## config.mk

```make
export PLATFORM = sky130hd
export DESIGN_NAME = msfsm_toggle_env_driver_flat
export DESIGN_NICKNAME = d
export VERILOG_FILES = /design/src/rtl/msfsm_env_pkg.sv /design/src/rtl/msfsm_toggle_env_driver_if.sv /design/src/rtl/msfsm_evt_watchdog.sv /design/src/rtl/msfsm_toggle_env_driver.sv /design/src/flat_wrapper.sv
export SDC_FILE = /design/constraint.sdc
export NUM_CORES = 1
export LEC_CHECK = 0
export CORE_MARGIN = 10
export CORE_UTILIZATION = 40
export DETAILED_ROUTE_END_ITERATION = 7
export GPL_TIMING_DRIVEN = 0
export PLACE_DENSITY = 0.67
export SLEW_MARGIN = 10
export SYNTH_ARGS = -nofsm -noshare
export SYNTH_HDL_FRONTEND = slang
export SYNTH_SLANG_ARGS = --single-unit
```

## constraint.sdc

```tcl
create_clock -name clk -period 5.9 [get_ports clk]
set_clock_uncertainty 0.15 [all_clocks]
set_input_delay 0.59 -clock clk [delete_from_list [all_inputs] [get_ports clk]]
set_output_delay 0.59 -clock clk [all_outputs]
set_load 0.02 [all_outputs]
```

## src/rtl/msfsm_env_pkg.sv

```systemverilog
// Shared types and constants for the toggle-controller environment driver.
// Event bits are ordered so that {phase, minus} directly indexes the expected event.
package msfsm_env_pkg;

   typedef enum logic [2:0] {
      IDLE   = 3'd0,
      SEND_P = 3'd1,
      WAIT_P = 3'd2,
      SEND_M = 3'd3,
      WAIT_M = 3'd4,
      DONE   = 3'd5,
      ERR    = 3'd6
   } state_e;

   localparam logic [2:0] ERR_NONE    = 3'd0;
   localparam logic [2:0] ERR_TIMEOUT = 3'd1;
   localparam logic [2:0] ERR_WRONG   = 3'd2;
   localparam logic [2:0] ERR_MULTI   = 3'd3;
   localparam logic [2:0] ERR_IDLE    = 3'd4;

   localparam int NUM_EVT   = 4;
   localparam int EVT_RO1_P = 0;
   localparam int EVT_RO1_M = 1;
   localparam int EVT_RO2_P = 2;
   localparam int EVT_RO2_M = 3;

   function automatic logic [NUM_EVT-1:0] expected_evt(input logic phase, input logic minus);
      logic [NUM_EVT-1:0] v;
      v = {NUM_EVT{1'b0}};
      v[{phase, minus}] = 1'b1;
      return v;
   endfunction

   function automatic logic multi_hot(input logic [NUM_EVT-1:0] v);
      return (v & (v - 4'd1)) != 4'd0;
   endfunction

endpackage

```

## src/rtl/msfsm_toggle_env_driver_if.sv

```systemverilog
// Control, status and event-pulse bundle between the environment driver and its users.
interface msfsm_toggle_env_driver_if #(parameter int CNT_W = 16);

   logic             start;
   logic [CNT_W-1:0] n_periods;
   logic             Ri_PLUS;
   logic             Ri_MINUS;
   logic             Ro1_PLUS;
   logic             Ro1_MINUS;
   logic             Ro2_PLUS;
   logic             Ro2_MINUS;
   logic             busy;
   logic             done;
   logic             error;
   logic [2:0]       err_code;
   logic [CNT_W-1:0] periods_done;

   modport master (
      input  start, n_periods, Ro1_PLUS, Ro1_MINUS, Ro2_PLUS, Ro2_MINUS,
      output Ri_PLUS, Ri_MINUS, busy, done, error, err_code, periods_done
   );

   modport slave (
      output start, n_periods, Ro1_PLUS, Ro1_MINUS, Ro2_PLUS, Ro2_MINUS,
      input  Ri_PLUS, Ri_MINUS, busy, done, error, err_code, periods_done
   );

endinterface

```

## src/rtl/msfsm_evt_watchdog.sv

```systemverilog
// Cycle watchdog: cleared on each Ri pulse, counts wait cycles, flags when the
// next wait cycle would reach TMO_CYC.
module msfsm_evt_watchdog #(
   parameter int TMO_W   = 8,
   parameter int TMO_CYC = 200
) (
   input  logic clk,
   input  logic reset,
   input  logic clear_i,
   input  logic enable_i,
   output logic expired_o
);

   localparam logic [TMO_W:0] LIMIT = (TMO_W + 1)'(TMO_CYC);

   logic [TMO_W-1:0] cnt_q;
   logic [TMO_W-1:0] cnt_d;

   assign expired_o = enable_i && (({1'b0, cnt_q} + {{TMO_W{1'b0}}, 1'b1}) == LIMIT);

   // Holding at expiry keeps the counter from wrapping back into range.
   always_comb begin
      cnt_d = cnt_q;
      if (clear_i) begin
         cnt_d = {TMO_W{1'b0}};
      end else if (enable_i && !expired_o) begin
         cnt_d = cnt_q + TMO_W'(1);
      end else begin
         cnt_d = cnt_q;
      end
   end

   always_ff @(posedge clk) begin
      if (reset) begin
         cnt_q <= {TMO_W{1'b0}};
      end else begin
         cnt_q <= cnt_d;
      end
   end

endmodule

```

## src/rtl/msfsm_toggle_env_driver.sv

```systemverilog
// Environment driver for the decomposed toggle controller: emits Ri+/Ri- pulses and
// checks that Ro1/Ro2 events return in toggle order, flagging the first violation.
module msfsm_toggle_env_driver
   import msfsm_env_pkg::*;
#(
   parameter int CNT_W   = 16,
   parameter int TMO_W   = 8,
   parameter int TMO_CYC = 200
) (
   input logic                      clk,
   input logic                      reset,
   msfsm_toggle_env_driver_if.master bus
);

   state_e             state_q, state_d;
   logic               phase_q, phase_d;
   logic [CNT_W-1:0]   n_lat_q, n_lat_d;
   logic [CNT_W-1:0]   pd_q, pd_d;
   logic               ri_plus_q, ri_plus_d;
   logic               ri_minus_q, ri_minus_d;
   logic               busy_q, busy_d;
   logic               done_q, done_d;
   logic               error_q, error_d;
   logic [2:0]         err_code_q, err_code_d;

   logic [NUM_EVT-1:0] ro_s;
   logic [NUM_EVT-1:0] exp_s;
   logic               minus_s;
   logic [CNT_W-1:0]   pd_inc_s;
   logic               wd_clear_s;
   logic               wd_enable_s;
   logic               wd_expired_s;

   msfsm_evt_watchdog #(.TMO_W(TMO_W), .TMO_CYC(TMO_CYC)) u_wdog (
      .clk       (clk),
      .reset     (reset),
      .clear_i   (wd_clear_s),
      .enable_i  (wd_enable_s),
      .expired_o (wd_expired_s)
   );

   assign bus.Ri_PLUS      = ri_plus_q;
   assign bus.Ri_MINUS     = ri_minus_q;
   assign bus.busy         = busy_q;
   assign bus.done         = done_q;
   assign bus.error        = error_q;
   assign bus.err_code     = err_code_q;
   assign bus.periods_done = pd_q;

   // Next state, event checking and registered-output decode.
   always_comb begin
      ro_s            = {NUM_EVT{1'b0}};
      ro_s[EVT_RO1_P] = bus.Ro1_PLUS;
      ro_s[EVT_RO1_M] = bus.Ro1_MINUS;
      ro_s[EVT_RO2_P] = bus.Ro2_PLUS;
      ro_s[EVT_RO2_M] = bus.Ro2_MINUS;
      minus_s         = (state_q == SEND_M) || (state_q == WAIT_M);
      exp_s           = expected_evt(phase_q, minus_s);
      pd_inc_s        = (pd_q == {CNT_W{1'b1}}) ? pd_q : pd_q + CNT_W'(1);
      state_d         = state_q;
      phase_d         = phase_q;
      n_lat_d         = n_lat_q;
      pd_d            = pd_q;
      err_code_d      = err_code_q;
      wd_clear_s      = 1'b0;
      wd_enable_s     = 1'b0;
      case (state_q)
         IDLE, DONE, ERR: begin
            if ((state_q != ERR) && (ro_s != {NUM_EVT{1'b0}})) begin
               state_d    = ERR;
               err_code_d = multi_hot(ro_s) ? ERR_MULTI : ERR_IDLE;
            end else if (bus.start) begin
               state_d    = (bus.n_periods == {CNT_W{1'b0}}) ? DONE : SEND_P;
               phase_d    = 1'b0;
               n_lat_d    = bus.n_periods;
               pd_d       = {CNT_W{1'b0}};
               err_code_d = ERR_NONE;
            end else begin
               state_d = state_q;
            end
         end
         SEND_P, WAIT_P, SEND_M, WAIT_M: begin
            wd_clear_s  = (state_q == SEND_P) || (state_q == SEND_M);
            wd_enable_s = !wd_clear_s;
            if (multi_hot(ro_s)) begin
               state_d    = ERR;
               err_code_d = ERR_MULTI;
            end else if (ro_s == exp_s) begin
               if (!minus_s) begin
                  state_d = SEND_M;
               end else if (!phase_q) begin
                  phase_d = 1'b1;
                  state_d = SEND_P;
               end else begin
                  phase_d = 1'b0;
                  pd_d    = pd_inc_s;
                  state_d = (pd_inc_s == n_lat_q) ? DONE : SEND_P;
               end
            end else if (ro_s != {NUM_EVT{1'b0}}) begin
               state_d    = ERR;
               err_code_d = ERR_WRONG;
            end else if (wd_clear_s) begin
               state_d = minus_s ? WAIT_M : WAIT_P;
            end else if (wd_expired_s) begin
               state_d    = ERR;
               err_code_d = ERR_TIMEOUT;
            end else begin
               state_d = state_q;
            end
         end
         default: begin
            state_d = IDLE;
         end
      endcase
      ri_plus_d  = (state_d == SEND_P);
      ri_minus_d = (state_d == SEND_M);
      busy_d     = (state_d == SEND_P) || (state_d == WAIT_P) ||
                   (state_d == SEND_M) || (state_d == WAIT_M);
      done_d     = (state_d == DONE);
      error_d    = (state_d == ERR);
   end

   // State and output registers; reset wins over any in-flight activity.
   always_ff @(posedge clk) begin
      if (reset) begin
         state_q    <= IDLE;
         phase_q    <= 1'b0;
         n_lat_q    <= {CNT_W{1'b0}};
         pd_q       <= {CNT_W{1'b0}};
         ri_plus_q  <= 1'b0;
         ri_minus_q <= 1'b0;
         busy_q     <= 1'b0;
         done_q     <= 1'b0;
         error_q    <= 1'b0;
         err_code_q <= ERR_NONE;
      end else begin
         state_q    <= state_d;
         phase_q    <= phase_d;
         n_lat_q    <= n_lat_d;
         pd_q       <= pd_d;
         ri_plus_q  <= ri_plus_d;
         ri_minus_q <= ri_minus_d;
         busy_q     <= busy_d;
         done_q     <= done_d;
         error_q    <= error_d;
         err_code_q <= err_code_d;
      end
   end

endmodule

```

## src/flat_wrapper.sv

```systemverilog
// flat-port wrapper written by rule: the top's interface ports become plain ports
module msfsm_toggle_env_driver_flat import msfsm_env_pkg::*;
#(
   parameter int CNT_W   = 16,
   parameter int TMO_W   = 8,
   parameter int TMO_CYC = 200
)
  (clk, reset, bus_start, bus_n_periods, bus_Ro1_PLUS, bus_Ro1_MINUS, bus_Ro2_PLUS, bus_Ro2_MINUS, bus_Ri_PLUS, bus_Ri_MINUS, bus_busy, bus_done, bus_error, bus_err_code, bus_periods_done);
  msfsm_toggle_env_driver_if #(.CNT_W(CNT_W)) bus_i ();
  input logic clk;
  input logic reset;
  input wire logic [$bits(bus_i.start)-1:0] bus_start;
  input wire logic [$bits(bus_i.n_periods)-1:0] bus_n_periods;
  input wire logic [$bits(bus_i.Ro1_PLUS)-1:0] bus_Ro1_PLUS;
  input wire logic [$bits(bus_i.Ro1_MINUS)-1:0] bus_Ro1_MINUS;
  input wire logic [$bits(bus_i.Ro2_PLUS)-1:0] bus_Ro2_PLUS;
  input wire logic [$bits(bus_i.Ro2_MINUS)-1:0] bus_Ro2_MINUS;
  output wire logic [$bits(bus_i.Ri_PLUS)-1:0] bus_Ri_PLUS;
  output wire logic [$bits(bus_i.Ri_MINUS)-1:0] bus_Ri_MINUS;
  output wire logic [$bits(bus_i.busy)-1:0] bus_busy;
  output wire logic [$bits(bus_i.done)-1:0] bus_done;
  output wire logic [$bits(bus_i.error)-1:0] bus_error;
  output wire logic [$bits(bus_i.err_code)-1:0] bus_err_code;
  output wire logic [$bits(bus_i.periods_done)-1:0] bus_periods_done;
  assign bus_i.start = bus_start;
  assign bus_i.n_periods = bus_n_periods;
  assign bus_i.Ro1_PLUS = bus_Ro1_PLUS;
  assign bus_i.Ro1_MINUS = bus_Ro1_MINUS;
  assign bus_i.Ro2_PLUS = bus_Ro2_PLUS;
  assign bus_i.Ro2_MINUS = bus_Ro2_MINUS;
  assign bus_Ri_PLUS = bus_i.Ri_PLUS;
  assign bus_Ri_MINUS = bus_i.Ri_MINUS;
  assign bus_busy = bus_i.busy;
  assign bus_done = bus_i.done;
  assign bus_error = bus_i.error;
  assign bus_err_code = bus_i.err_code;
  assign bus_periods_done = bus_i.periods_done;
  msfsm_toggle_env_driver #(.CNT_W(CNT_W), .TMO_W(TMO_W), .TMO_CYC(TMO_CYC)) u_core (.clk(clk), .reset(reset), .bus(bus_i));
endmodule
```

Word-level counts from Yosys, hierarchy flattened

Cells that the tools add are included.

Register bits: 52
Word-level logic and storage cells: 110
Input port bits: 23
Output and inout port bits: 24

Equal/unequal tests: 27
Reduce and logical (&&, ||, !) cells: 23
Order comparisons: 2
Bitwise gates (word level): 2
Muxes and demuxes: 41
$add $sub $neg: 4

Operators with widths:

| cell                                                                     | number |
|---|---|
| 16-bit two-way mux                                                       | 7 |
| 3-bit two-way mux                                                        | 20 |
| 16-bit case mux with 2 select lines                                      | 1 |
| 3-bit == test (second input constant)                                    | 6 |
| 16-bit by 1-bit adder with 16-bit output (second input constant)         | 1 |
| 16-bit == test                                                           | 1 |
| 16-bit == test (second input constant)                                   | 1 |
| 16-bit zero test                                                         | 1 |
| 3-bit by 2-bit == test with 1-bit output (second input constant)         | 4 |
| 3-bit case mux with 2 select lines                                       | 2 |
| 8-bit by 1-bit adder with 9-bit output (second input constant)           | 1 |
| 9-bit by 8-bit == test with 1-bit output (second input constant)         | 1 |
| 1-bit two-way mux                                                        | 9 |
| 8-bit by 1-bit adder with 8-bit output (second input constant)           | 1 |
| 4-bit by 2-bit inequality test with 1-bit output (second input constant) | 2 |
| 4-bit nonzero test                                                       | 2 |
| 7-bit AND reduction                                                      | 1 |
| 3-bit by 1-bit == test with 1-bit output (second input constant)         | 2 |
| 2-bit by 1-bit inequality test with 1-bit output (second input constant) | 3 |
| 2-bit inequality test (second input constant)                            | 3 |
| 3-bit by 2-bit inequality test with 1-bit output (second input constant) | 2 |
| 6-bit AND reduction                                                      | 1 |
| 1-bit logical OR                                                         | 5 |
| 5-bit AND reduction                                                      | 1 |
| 17 further kinds                                                         | 21 |

Logic depth before layout (Yosys ltp)

Gate-level depths: netlist (run 1).

Word-level depth: 15
Depth in mapped cells: 10
Mapped depth without buffers: 9

Modules after synthesis

Synthesis (run 1) repeated with hierarchy kept, for this count alone.

Cell total of the unflattened synthesis: 468
Area total of the unflattened synthesis: 3553.4 µm²

Modules (own cells, without submodules):

| module                  | cells an instance | area an instance (µm²) | instances | seq. area each (µm²) |
|---|---|---|---|---|
| msfsm_toggle_env_driver | 414               | 3121.7                 | 1         | 880.8 |
| msfsm_evt_watchdog      | 54                | 431.7                  | 1         | 160.2 |

Worst setup path after synthesis (run 1)

OpenSTA, ideal clock, no wires.

Kind: flip-flop to flip-flop
Start: register u_core.pd_q[0], in the netlist u_core.bus.periods_done[0]
End: register u_core.ri_plus_q, in the netlist u_core.bus.Ri_PLUS
Path buffers: 1
Library setup time: 0.115 ns
Path slack: 2.873 ns
Cell stages (with the launch flop): 11
Data arrival time: 2.762 ns
Period minus slack after synthesis: 3.027 ns
Data required time: 5.635 ns
Path through: dfxtp_1 -> ha_1 -> nand3_1 -> or4_1 -> clkbuf_1 -> or3b_1 -> a32o_1 -> a221o_1 -> and4bb_1 -> nor3_2 -> and3_1

Word-level cells in the longest chain between the ends: 10
Elaborated cells between the ends (all ways): 11
Those cells by class: add/sub (1); eq/ne (3); mux (7)

RTL lines:

| what                                                                              | line                           | source |
|---|---|---|
| from (decl)                                                                       | msfsm_toggle_env_driver.sv:18  | `logic [CNT_W-1:0] pd_q, pd_d;` |
| from (signal assigned)                                                            | msfsm_toggle_env_driver.sv:129 | `pd_q <= {CNT_W{1'b0}};` |
| from (signal assigned)                                                            | msfsm_toggle_env_driver.sv:140 | `pd_q <= pd_d;` |
| 16-bit by 1-bit adder with 16-bit output / 16-bit == test (equally long branches) | msfsm_toggle_env_driver.sv:59  | `pd_inc_s = (pd_q == {CNT_W{1'b1}}) ? pd_q : pd_q + CNT_W'(1);` |
| 16-bit two-way mux *                                                              | msfsm_toggle_env_driver.sv:59  |  |
| 16-bit == test *                                                                  | msfsm_toggle_env_driver.sv:97  | `state_d = (pd_inc_s == n_lat_q) ? DONE : SEND_P;` |
| 3-bit two-way mux *                                                               | msfsm_toggle_env_driver.sv:97  |  |
| 3-bit two-way mux *                                                               | msfsm_toggle_env_driver.sv:91  | `end else if (!phase_q) begin` |
| 3-bit two-way mux *                                                               | msfsm_toggle_env_driver.sv:89  | `if (!minus_s) begin` |
| 3-bit two-way mux *                                                               | msfsm_toggle_env_driver.sv:88  | `end else if (ro_s == exp_s) begin` |
| 3-bit two-way mux *                                                               | msfsm_toggle_env_driver.sv:85  | `if (multi_hot(ro_s)) begin` |
| 3-bit case mux with 2 select lines *                                              | msfsm_toggle_env_driver.sv:67  | `case (state_q)` |
| 3-bit by 1-bit == test with 1-bit output *                                        | msfsm_toggle_env_driver.sv:115 | `ri_plus_d = (state_d == SEND_P);` |
| to (signal assigned)                                                              | msfsm_toggle_env_driver.sv:141 | `ri_plus_q <= ri_plus_d;` |
| to (decl)                                                                         | msfsm_toggle_env_driver.sv:19  | `logic ri_plus_q, ri_plus_d;` |

Mark *: on every way between the ends. The rest lies on a longest branch, timed or not.
A chain may end at the register's enable or synchronous reset.

Final worst setup path (run 1)

Start: input port bus_Ro1_PLUS
End: register u_core.pd_q[11], in the netlist u_core.bus.periods_done[11]

Word-level cells in the longest chain between the ends: 5
Elaborated cells between the ends (all ways): 10
Those cells by class: add/sub (1); eq/ne (4); bitwise (1); reduce/logical (4)

RTL lines:

| what                                        | line                | source |
|---|---|---|
| from (decl)                                 | flat_wrapper.sv:14  | `input wire logic [$bits(bus_i.Ro1_PLUS)-1:0] bus_Ro1_PLUS;` |
| 4-bit by 1-bit subtractor with 4-bit output | msfsm_env_pkg.sv:35 | `return (v & (v - 4'd1)) != 4'd0;` |
| 4-bit AND                                   | msfsm_env_pkg.sv:35 |  |
| 4-bit nonzero test                          | msfsm_env_pkg.sv:35 |  |
| 2-bit inequality test (no source line)      | --                  |  |
| 7-bit AND reduction (no source line) *      | --                  |  |

Marks and branches as above.

==> impl_metrics.yaml, run 1 <==
global_routing:
  grt_pass1_wl_mm: 18.1
  grt_pass1_vias: 3487
  grt_overflow_total: 0
  grt_max_degree: 19
  grt_usage_pct: 16.7
  antenna_found_initial: 0
clocking:
  cts_buffer_depth: 2
  postCtsSetupBuffers: 0
  clock_latency_ns: 0.32
  clock-sinks: 52
  cts_buffers: 5
  cts_tree: "done"
  cts-resized-gates: 0
  ctsHoldBuffers: 0
  htreeDepth: 2
  clock-root-buffer: "clkbuf_8"
  clkTransAtPathRegs_ns: 0.11
worst_setup_path:
  path_cells: "clkdlybuf4s50_1 > nor4_1 > clkbuf_1 > nand3_1 > nor2_1 > o21ai_0 > buf_1 > a31oi_1 > clkbuf_1 > a221oi_1"
  path_delay_family: "buffers and inverters"
  max_stage_delay_ns: 0.87
  criticalPathCategory: "in -> reg"
  required_ns: 5.93
  slowest_stage: "a31oi_1"
  worst_ep_arrival_time_ns: 4.09
  crit_buf_inv: 4
  path_depth: 10
  cp-end-kind: "flip-flop"
  reg2reg_depth: 10
  cpMostUsedCell: "clkbuf_1"
  path_max_fanout: 10
  cp-start-kind: "primary input"
route:
  ant_nets: 0
  firstDrtPassIters: 5
  drt-wirelength-per-cell_um: 18.2
  routed_wl_mm: 11.4
  drc: 0
  drtIter0Drc: 338
  vias_per_cell: 6.03
  num_vias: 3770
yosys:
  syn_area_per_cell_um2: 7.70
  synthDistinctLibCells: 62
  synthCells: 464
  ys_warn_count: 0
  synth_ff_type: "dfxtp_1"
  synth_seq_cells: 52
  yosysSeqAreaShare_pct: 29.1
  synth_top_cell_area_share_pct: 29.1
  yosys.area.top_type: "dfxtp_1"
  synth_area_mm2: 0.00357
  async_flop_share_pct: 0
  yosys-top-cells-area: "dfxtp_1, mux2i_1, nor2_1"
  synth-edff-count: 0
  synth_nets: 490
sta:
  hold_viol_final: 0
  setup_tns_ns: 0
  rsz0062_at_grt: "false"
  relSlewSlack_pct: 25.8
  fmax_mhz: 247
  min_period_ns: 4.05
  setup_violations: 0
  worstMarginPinSlew_ns: 1.11
  fin_crit_sh_pct: 68.7
  slew_viol_final: 0
pwr:
  p_total_w: 0.000787
  power_density_mw_per_mm2: 185
  leakage_nw: 1.51
  peakVddDrop_mv: 0.116
min_path:
  min_path_cells: 2
  hold_class: "reg -> reg"
die:
  pin_count: 47
  rows: 34
  core-area_mm2: 0.00872
  dieArea_mm2: 0.0131
  die_h_um: 115
  start_util_pct: 41.0
  chipWidth_um: 115
finish:
  insertedDiodeCount: 0
  design_area_mm2: 0.00425
  fin_cells: 625
  drive_gt1_share_pct: 5.03
  num-nets-final: 542
  areaGrowthSynthToFinish_pct: 19.0
  final-seq-area_mm2: 0.00104
  fillers: 875
  multi_input_area_mm2: 0.00233
place:
  place_inst: 617
  hpwlAfterDp_mm: 8.77
  place_area_mm2: 0.00416
  place.port_buffers: 45
  gp_congestion: 0.985
flow_run:
  max-cap-violations: 0
outcome:
  status: "complete, no violations"
tightest hold or removal path, stage by stage, from the launching register on:
cell and delay (ns):
dfxtp_1 0.35, mux2i_1 0.07, nor2_1 0.07
through the flow:
step	setup WS [ns]	hold slack [ns]	utilization, %
final	1.85	0.365	48.8
after CTS	1.93	0.372	48.8
after global placement	1.65	0.329	47.7
after floorplan	2.87	0.334	-
after detailed placement	1.60	0.344	47.7
after global routing	1.68	0.398	48.8
routing by layer:
metal	track usage (%)	up-vias	wire, um
met1	24.4	1767	5440
met2	25.0	171	4900
met3	2.46	10	895
met5	0	-	0
met4	4.09	0	133
li1	-	1822	-
cells in the final DEF (no fill, tap or decap), drive strengths merged, types with 4 or more instances in the layout:
cell type	instances
a211oi	9
o22ai	4
dfxtp	52
nor4	6
inv	17
nand3	17
o21ai	28
and4	4
nand2b	10
xor2	11
nand2	29
a311oi	7
nor3	14
nand4	16
clkbuf	31
and3	10
o211ai	4
xnor2	10
mux2i	26
buf	9
and2	4
clkdlybuf4s50	45
a31oi	10
nor2	58
a21oi	24
worst paths after layout:
check	from	to	slack, ns
hold reg to reg	u_core.bus.err_code[1]$_SDFFE_PP0P_	u_core.bus.err_code[1]$_SDFFE_PP0P_	0.36
hold / removal	u_core.bus.err_code[1]$_SDFFE_PP0P_	u_core.bus.err_code[1]$_SDFFE_PP0P_	0.36
setup reg to reg	u_core.bus.periods_done[0]$_SDFFE_PP0P_	u_core.bus.busy$_SDFF_PP0_	2.31
setup / recovery	bus_Ro1_PLUS	u_core.bus.periods_done[11]$_SDFFE_PP0P_	1.85
flip-flops by register name, summed over array words and instances, names as in the netlist:
signal	cells
u_core.bus.Ri_PLUS	1
u_core.phase_q	1
u_core.bus.error	1
u_core.state_q	3
u_core.bus.done	1
u_core.bus.Ri_MINUS	1
u_core.bus.periods_done	16
u_core.bus.err_code	3
u_core.n_lat_q	16
u_core.bus.busy	1
u_core.u_wdog.cnt_q	8
cells by family after synthesis:
logic type / synth area share (%)
AND/OR/NAND/NOR: 29.4
AO/OA/AOI/OAI: 21.3
flip-flops: 29.1
adder cells (fa/ha/maj): 1.33
buffers and inverters: 5.74
multiplexers: 7.28
XOR/XNOR: 5.78
Yosys cell counts (4+ instances only):
cell type	number
and3_1	10
nand3_1	17
nand2b_1	10
nand4_1	15
a211oi_1	9
xnor2_1	10
o211ai_1	4
a21oi_1	24
o21ai_0	28
a31oi_1	10
nor2_1	58
o22ai_1	4
inv_1	15
clkbuf_1	24
dfxtp_1	52
nor3_1	13
xor2_1	11
nor4_1	5
and4_1	4
nand2_1	28
and2_1	4
mux2i_1	26
a311oi_1	7
final cells by class:
cell class	count	share of cell area [%]
Multi-Input combinational cell	362	54.7
Sequential cell	52	24.5
Timing Repair Buffer	45	10.6
Buffer	35	3.50
Tap cell	108	3.18
Clock buffer	5	1.62
Inverter	15	1.32
Clock inverter	3	0.618
where the power goes:
group          leakage, nW  internal [W]  switching (W)
Sequential           0.422      0.000367      0.0000141
Clock               0.0491     0.0000879       0.000140
Combinational         1.04     0.0000757       0.000102
Total                 1.51      0.000530       0.000256
(Power assumes the default switching activity.)
==> run 2: changes to the inputs <==
Clock period 5.9 ns to 3.9 ns, I/O delays scaled along.
==> run 2 against run 1 <==
Non-clock buffer count is the same; first-iteration DRC count grew 18%; routed wire length down 0.89%; total power rose by 51%; global-route usage unchanged; critical endpoint is now u_core.bus.busy$_SDFF_PP0_; largest cell class unchanged.
==> impl_metrics.yaml, run 2 (synthesis results as in run 1) <==
finish:
  design_area_mm2: 0.00426
  final_common_cell: "nor2_1"
  final_cell_mix: "nor2_1, dfxtp_1, clkdlybuf4s50_1, nand2_1, o21ai_0"
  final-seq-area_mm2: 0.00104
  multi_input_area_mm2: 0.00233
  drive_gt1_share_pct: 5.22
  num-nets-final: 542
  insertedDiodeCount: 0
  fillers: 877
  areaGrowthSynthToFinish_pct: 19.2
die:
  core-area_mm2: 0.00872
  die_h_um: 115
  dieArea_mm2: 0.0131
  chipWidth_um: 115
  rows: 34
  pin_count: 47
  start_util_pct: 41.0
worst_setup_path:
  cp-start-kind: "flip-flop"
  criticalPathCategory: "reg -> reg"
  worst_ep_arrival_time_ns: 3.70
  path_max_fanout: 10
  cp-end-kind: "flip-flop"
  required_ns: 4.00
route:
  drt-wirelength-per-cell_um: 18.0
  ant_nets: 0
  drtIter0Drc: 400
  vias_per_cell: 5.99
  drc: 0
  routed_wl_mm: 11.3
  firstDrtPassIters: 4
  num_vias: 3745
flow_run:
  max-cap-violations: 0
sta:
  rsz0062_at_grt: "false"
  setup_violations: 0
  min_period_ns: 3.60
  whs_ns: 0.365
  relSlewSlack_pct: 41.1
  setup_tns_ns: 0
  fin_crit_sh_pct: 92.4
  hold_viol_final: 0
  slew_viol_final: 0
  fin_ws_ns: 0.296
  worstMarginPinSlew_ns: 0.876
  fmax_mhz: 277
place:
  place_area_mm2: 0.00416
  place.port_buffers: 45
  hpwlAfterDp_mm: 8.77
  gp_congestion: 0.985
  place_worst_setup_slack_ns: -0.200
clocking:
  cts_buffer_depth: 2
  clkTransAtPathRegs_ns: 0.11
  cts_buffers: 5
  clock-root-buffer: "clkbuf_8"
  clock-sinks: 52
  cts_tree: "done"
  htreeDepth: 2
  clock_latency_ns: 0.32
  postCtsSetupBuffers: 0
global_routing:
  grt_max_degree: 19
  antenna_found_initial: 0
  grt_pass1_wl_mm: 18.1
  grt_overflow_total: 0
  grt_usage_pct: 16.7
  grt_pass1_vias: 3487
pwr:
  leakage_nw: 1.51
  clockPowerShare_pct: 28.8
  power_density_mw_per_mm2: 279
  peakVddDrop_mv: 0.176
  p_seq_share_pct: 48.5
  power.switching_w: 0.000386
  p_int_w: 0.000802
  p_comb_share_pct: 22.7
  p_sw_share_pct: 32.5
outcome:
  status: "complete, no violations"
min_path:
  hold_class: "reg -> reg"
run 2: path summary, 6_finish.rpt:
check,start,to,slack (ns),cells after the start
max reg2reg,u_core.bus.periods_done[0]$_SDFFE_PP0P_,u_core.bus.busy$_SDFF_PP0_,0.30,10
min,u_core.bus.err_code[1]$_SDFFE_PP0P_,u_core.bus.err_code[1]$_SDFFE_PP0P_,0.37,2
min reg2reg,u_core.bus.err_code[1]$_SDFFE_PP0P_,u_core.bus.err_code[1]$_SDFFE_PP0P_,0.37,2
max,u_core.bus.periods_done[0]$_SDFFE_PP0P_,u_core.bus.busy$_SDFF_PP0_,0.30,10
run 2: critical path: stages, from the launching register on:
cell,delay (ns)
dfxtp_1,0.52
ha_1,0.23
nand3_1,0.12
buf_2,0.23
nor3_1,0.60
nand2_2,0.30
nand4b_1,0.17
or3b_1,0.39
and4bb_1,0.25
nor3_2,0.33
mux2i_1,0.24
run 2: power by group through the flow:
stage	clock, W	combinational, W	sequential [W]
finish	0.000342	0.000270	0.000577
global route	0.000370	0.000294	0.000580
CTS	0.000348	0.000269	0.000576
detailed placement	0	0.000267	0.000588
global placement	0	0.000265	0.000587
floorplan	0	0.000165	0.000593
run 2: cell type report:
class | count | area share [%]
Timing Repair Buffer | 45 | 10.6
Buffer | 35 | 3.49
Sequential cell | 52 | 24.4
Multi-Input combinational cell | 362 | 54.8
Clock inverter | 3 | 0.617
Inverter | 15 | 1.32
Tap cell | 108 | 3.17
Clock buffer | 5 | 1.62
run 2: routing by layer:
metal / vias to the layer above / track usage, % / part of all wire [%]
met5: - / 0 / 0
met4: 0 / 4.09 / 1.0
met3: 8 / 2.46 / 7.2
met2: 161 / 25.0 / 44
met1: 1753 / 24.4 / 48
li1: 1823 / - / -
run 2: repair_timing:
item,in CTS,in global routing
hold buffers,0,0
setup endpoints to repair,0,12
resized for setup,0,1
run 2: through the flow:
stage	power (W)	instances	utilization, %
2_1_floorplan	0.000758	464	-
3_3_place_gp	0.000851	617	47.7
5_1_grt	0.00124	625	48.9
6_report	0.00119	625	48.9
4_1_cts	0.00119	625	48.8
3_5_place_dp	0.000856	617	47.7
